`config.mk`:
```
export PLATFORM = sky130hd
export DESIGN_NAME = load_store_unit
export DESIGN_NICKNAME = d
export VERILOG_FILES = /design/src/rtl/load_store_unit.sv
export SDC_FILE = /design/constraint.sdc
export NUM_CORES = 1
export LEC_CHECK = 0
export ABC_CLOCK_PERIOD_IN_PS = 2760
export BUFFER_PORTS_ARGS = -buffer_cell sky130_fd_sc_hd__buf_2
export CORE_MARGIN = 5
export CORE_UTILIZATION = 52
export DETAILED_ROUTE_END_ITERATION = 8
export PLACE_DENSITY = 0.84
export SLEW_MARGIN = 15
export SYNTH_ARGS = -nofsm -noshare
export SYNTH_HDL_FRONTEND = slang
export SYNTH_SLANG_ARGS = --single-unit
```
`constraint.sdc`:
```
create_clock -name clk -period 2.76 [get_ports clk]
set_input_delay 0.552 -clock clk [delete_from_list [all_inputs] [get_ports clk]]
set_output_delay 0.552 -clock clk [all_outputs]
set_load 0.05 [all_outputs]
```
`src/rtl/load_store_unit.sv`:
```
`timescale 1ns/1ps
// Load/store unit: turns an EX/MEM memory op into one doubleword-aligned bus access and returns the aligned, extended load data.
// Latency: store 2 stall cycles, load 3 stall cycles minimum; the access is abandoned after TIMEOUT cycles in REQ+WAIT.
// Backpressure: holds the bus request and fields stable until bus_gnt; stalls the pipeline from request start until DONE.
module load_store_unit #(
  parameter int TIMEOUT = 255,
  parameter int XLEN    = 64
) (
  input  logic            clk,
  input  logic            reset,
  input  logic            req_valid,
  input  logic            req_we,
  input  logic [2:0]      func3,
  input  logic [XLEN-1:0] addr,
  input  logic [XLEN-1:0] wdata,
  output logic            stall,
  output logic [XLEN-1:0] load_data,
  output logic            done,
  output logic            misaligned,
  output logic            bus_err,
  output logic            bus_req,
  output logic            bus_we,
  output logic [XLEN-1:0] bus_addr,
  output logic [7:0]      bus_wstrb,
  output logic [XLEN-1:0] bus_wdata,
  input  logic            bus_gnt,
  input  logic            bus_rvalid,
  input  logic [XLEN-1:0] bus_rdata
);

  localparam int               CNT_W   = $clog2(TIMEOUT + 1);
  localparam logic [CNT_W-1:0] CNT_MAX = CNT_W'(TIMEOUT);

  localparam logic [1:0] S_IDLE = 2'd0;
  localparam logic [1:0] S_REQ  = 2'd1;
  localparam logic [1:0] S_WAIT = 2'd2;
  localparam logic [1:0] S_DONE = 2'd3;

  logic [1:0]       state;
  logic [1:0]       state_nxt;
  logic [CNT_W-1:0] tmo_cnt;
  logic             we_q;
  logic [2:0]       func3_q;
  logic [2:0]       lane_q;
  logic [7:0]       wstrb_q;
  logic [XLEN-1:0]  load_q;

  logic             legal;
  logic             aligned;
  logic             start;
  logic             in_access;
  logic             timed_out;
  logic [7:0]       wstrb_nxt;
  logic [XLEN-1:0]  rd_shift;
  logic [XLEN-1:0]  rd_ext;

  // Loads use func3 000-110, stores 000-011; the low two bits give the access size.
  assign legal = req_we ? !func3[2] : (func3 != 3'b111);

  // Natural alignment check for the access size encoded in func3[1:0].
  always_comb begin
    aligned = 1'b1;
    case (func3[1:0])
      2'b01:   aligned = !addr[0];
      2'b10:   aligned = (addr[1:0] == 2'b00);
      2'b11:   aligned = (addr[2:0] == 3'b000);
      default: aligned = 1'b1;
    endcase
  end

  // Reset is folded in so the combinational outputs read 0 while reset is held.
  assign start      = reset && (state == S_IDLE) && req_valid && legal && aligned;
  assign misaligned = reset && (state == S_IDLE) && req_valid && !(legal && aligned);
  assign in_access  = (state == S_REQ) || (state == S_WAIT);
  assign timed_out  = in_access && (tmo_cnt == CNT_MAX);

  assign stall     = start || in_access;
  assign bus_req   = (state == S_REQ) && !timed_out;
  assign bus_we    = bus_req && we_q;
  assign bus_wstrb = bus_req ? wstrb_q : 8'h00;
  assign bus_err   = timed_out;
  assign done      = (state == S_DONE);
  assign load_data = done ? load_q : '0;

  // Byte-lane strobes for the store, positioned by the low address bits.
  always_comb begin
    wstrb_nxt = 8'hFF;
    case (func3[1:0])
      2'b00:   wstrb_nxt = 8'h01 << addr[2:0];
      2'b01:   wstrb_nxt = 8'h03 << addr[2:0];
      2'b10:   wstrb_nxt = 8'h0F << addr[2:0];
      default: wstrb_nxt = 8'hFF;
    endcase
  end

  // Move the addressed bytes to the bottom and sign/zero-extend per func3.
  always_comb begin
    rd_shift = bus_rdata >> {lane_q, 3'b000};
    rd_ext   = rd_shift;
    case (func3_q)
      3'b000:  rd_ext = {{(XLEN-8){rd_shift[7]}}, rd_shift[7:0]};
      3'b001:  rd_ext = {{(XLEN-16){rd_shift[15]}}, rd_shift[15:0]};
      3'b010:  rd_ext = {{(XLEN-32){rd_shift[31]}}, rd_shift[31:0]};
      3'b100:  rd_ext = {{(XLEN-8){1'b0}}, rd_shift[7:0]};
      3'b101:  rd_ext = {{(XLEN-16){1'b0}}, rd_shift[15:0]};
      3'b110:  rd_ext = {{(XLEN-32){1'b0}}, rd_shift[31:0]};
      default: rd_ext = rd_shift;
    endcase
  end

  // Next-state: the timeout takes priority over a grant or read data in the same cycle.
  always_comb begin
    state_nxt = state;
    case (state)
      S_IDLE: if (start) state_nxt = S_REQ;
      S_REQ: begin
        if (timed_out)    state_nxt = S_DONE;
        else if (bus_gnt) state_nxt = we_q ? S_DONE : S_WAIT;
      end
      S_WAIT: begin
        if (timed_out)       state_nxt = S_DONE;
        else if (bus_rvalid) state_nxt = S_DONE;
      end
      default: state_nxt = S_IDLE;
    endcase
  end

  // State register; an asserted reset abandons any access in flight.
  always_ff @(posedge clk or negedge reset) begin
    if (!reset) state <= S_IDLE;
    else        state <= state_nxt;
  end

  // Capture the request on start, run the timeout counter, and grab read data in WAIT.
  always_ff @(posedge clk or negedge reset) begin
    if (!reset) begin
      tmo_cnt   <= '0;
      we_q      <= 1'b0;
      func3_q   <= 3'b000;
      lane_q    <= 3'b000;
      wstrb_q   <= 8'h00;
      bus_addr  <= '0;
      bus_wdata <= '0;
      load_q    <= '0;
    end else begin
      if (start) begin
        tmo_cnt   <= '0;
        we_q      <= req_we;
        func3_q   <= func3;
        lane_q    <= addr[2:0];
        wstrb_q   <= req_we ? wstrb_nxt : 8'h00;
        bus_addr  <= {addr[XLEN-1:3], 3'b000};
        bus_wdata <= wdata << {addr[2:0], 3'b000};
        load_q    <= '0;
      end else if (in_access) begin
        tmo_cnt <= tmo_cnt + CNT_W'(1);
      end
      if ((state == S_WAIT) && !timed_out && bus_rvalid) load_q <= rd_ext;
    end
  end

endmodule
```
==> impl_metrics.py <==
metrics = {
    "final_layout": {
        "utilization_pct": 66.3,
        "design_area_sq_um": 15500,
        "finalNetCount": 1965,
        "area_delta_synth_final_pct": 25.8,
        "drive_above_1_share_pct": 32.4,
        "mostFrequentLayoutCells": "buf_2 (392), nand2_1 (335), dfrtp_1 (212)",
        "layout.cells.most_common": "buf_2",
        "final_cells": 2096,
    },
    "sta": {
        "slew_violations": 0,
        "finalHoldViolations": 0,
        "setup_tns_ps": 0,
        "finalClockSkew_ps": 6.98,
        "tightest_slew_ps": 1010,
        "clock.fmax_ghz": 0.372,
        "post-route-period-util_pct": 97.4,
        "fin_crit_ps": 2690,
        "setup_viol": 0,
        "whs_ps": 185,
        "fin_ws_ps": 72.6,
        "slew_headroom_pct": 32.4,
    },
    "placement": {
        "numPortBuffers": 403,
        "post-place-ws_ps": 25.0,
        "routabilityCongestion": 1.06,
        "dp_hpwl_mm": 31.9,
        "placed_cell_area_sq_um": 14600,
        "dpl.cell_count": 2044,
    },
    "yosys": {
        "synth_cell_type_count": 56,
        "ys_seq_area_share_pct": 43.4,
        "yosysTopAreaCell": "dfrtp_1",
        "syn_inst": 1409,
        "synth_top_area_share_pct": 43.4,
        "syn_area_sq_um": 12300,
        "avgSynthCellArea_sq_um": 8.76,
        "synth_flop_cell": "dfrtp_1",
        "ys_ff_latch": 214,
        "async_flop_share_pct": 100,
        "synth_warnings": 0,
        "synth_edf_count": 0,
        "ys_top_cells_by_area": "dfrtp_1 (43%), nand2_1 (10%), mux2i_1 (6.7%), and2_1 (3.9%), mux2_2 (3.6%)",
    },
    "route": {
        "routedWlPerCell_microns": 20.3,
        "antenna_left": 0,
        "drtIter0Drc": 1189,
        "post_drt_via_cell_ratio": 5.76,
        "drt-total-wl_mm": 42.5,
        "drc": 0,
        "first_pass_iters": 7,
        "num_vias": 12100,
    },
    "clocking": {
        "cts_root_buf": "clkbuf_16",
        "cts.htree.levels": 1,
        "cts_buffer_depth": 3,
        "clock_sinks": 214,
        "clkSlewWorstSetupHoldPaths_ps": 70,
        "cts_tree": "built",
        "insertion_delay_ps": 500,
        "numCtsBuffers": 23,
    },
    "power": {
        "power.leakage_nw": 7.99,
        "power.total_mw": 18.7,
        "clock_power_share_pct": 16.8,
        "p_sw_mw": 9.47,
        "comb_power_share_pct": 54.6,
        "power_frac_seq_pct": 28.5,
        "vdd_drop_max_mv": 0.877,
        "switching_share_pct": 50.5,
        "power_density_nw_per_um2": 1210,
        "internal-power_mw": 9.28,
    },
    "setup_path": {
        "cp_common_cell": "buf_4",
        "arrival_ps": 2140,
        "endpoint_kind": "output port",
        "crit_required_ps": 2210,
        "cp_num_buf_inv": 3,
        "cp_max_fo": 5,
        "critPathLaunchType": "flip-flop",
        "cpPeakStageDelay_ps": 350,
        "crit_family": "simple AND/OR/NAND/NOR gates",
        "crit_slowest_cell": "dfrtp_1",
        "critPathKind": "flip-flop to output port",
        "timing.critical_path.cells": "inv_1 -> ha_4 -> nand2_2 -> nor3_4 -> nor2b_4 -> buf_4 -> and2_2 -> buf_4",
    },
    "floorplan": {
        "die_w_microns": 164,
        "fp.dieH_microns": 164,
        "coreArea_sq_um": 23400,
        "fp.dieArea_sq_um": 26900,
        "fp-row-count": 56,
        "ios": 407,
        "initial_utilization_pct": 52.7,
    },
    "global_routing": {
        "grt.total_usage_pct": 30.1,
        "grt_pass1_wl_mm": 64.3,
        "overflow": 0,
        "grt_max_degree": 89,
        "grt_antenna_before_repair": 9,
        "grt_pass1_vias": 11500,
    },
    "flow_run": {
        "drv_cap": 0,
    },
    "worst_hold_path": {
        "hp-class": "primary input to async pin",
    },
    "outcome": {
        "outcome": "finished, final reports clean",
    },
}
[cell type report]
cell class | count | area, sq um
fillers | 1954 | 7880
multi-input cells | 1063 | 6470
flip-flops and latches | 214 | 5360
repair buffers | 442 | 2450
clock buffers | 26 | 617
well taps | 319 | 399
clock inverters | 15 | 165
inverters | 11 | 41.3
diodes | 6 | 15.0
[worst register-to-register path, cell delays in order, from the launching register on]
cell and delay [ps]:
dfrtp_2 500, mux4_2 570, mux2i_2 280, nor3_4 120, o31ai_4 820, o2bb2ai_1 190
[per-layer routing]
layer	wire, microns	vias up	track usage [%]
met2	19400	688	46.8
met5	28	-	0
li1	-	5539	-
met3	3910	117	5.47
met4	1420	6	9.80
met1	17700	5732	43.0
[flip-flops by register name, summed over array words and instances (netlist names)]
| signal | count |
|---|---|
| we_q | 1 |
| bus_addr | 61 |
| state | 2 |
| bus_wdata | 64 |
| lane_q | 3 |
| func3_q | 3 |
| wstrb_q | 8 |
| load_q | 64 |
| tmo_cnt | 8 |
[logic make-up after synthesis]
logic type               count (synthesis)  share of synthesized area, %
other                                    1                        0.0304
flip-flops                             214                          43.4
XOR/XNOR                                 7                         0.497
adder cells (fa/ha/maj)                  9                         0.913
multiplexers                           128                          11.3
buffers and inverters                  134                          4.74
AND/OR/NAND/NOR                        619                          22.5
AO/OA/AOI/OAI                          297                          16.6
[power groups by stage]
stage / logic [mW] / registers, mW / clock network, mW
after floorplan: 4.89 / 7.77 / 0
after global placement: 9.83 / 5.32 / 0
after detailed placement: 10.0 / 5.36 / 0
after CTS: 10.1 / 5.33 / 3.21
after global routing: 10.8 / 5.48 / 3.36
final: 10.2 / 5.35 / 3.15
[cell usage after synthesis (all sizes together) (19+ instances only)]
master   number
nand2       336
dfrtp       214
nor2        101
mux2i        84
and2         77
o21ai        77
clkbuf       64
a21oi        61
buf          59
mux2         39
o2bb2ai      33
o31ai        33
nand3        30
a211oi       29
and3         22
nand2b       19
[repair_timing]
| action | 4_1_cts | 5_1_grt |
|---|---|---|
| setup buffers | 3 | 1 |
| gates resized for setup | 9 | 7 |
| pin swaps | 1 | 2 |
| endpoints found under the setup margin | 10 | 11 |
| cloned | 0 | 1 |
| hold buffers | 0 | 0 |
[final timing paths]
path	from	endpoint	slack (ps)	cells past startpoint
setup / recovery	state[1]$_DFFE_PN0P_	bus_wstrb[5]	70	8
min in group clk	addr[20]	bus_addr[20]$_DFFE_PN0P_	250	3
hold reg to reg	bus_wdata[44]$_DFFE_PN0P_	bus_wdata[44]$_DFFE_PN0P_	460	2
max in group asynchronous	reset	bus_wdata[35]$_DFFE_PN0P_	1520	3
setup reg to reg	lane_q[0]$_DFFE_PN0P_	load_q[63]$_DFFE_PN0P_	130	5
hold / removal	reset	bus_wdata[47]$_DFFE_PN0P_	180	2
Note: power is estimated with default switching activity, not from simulation.
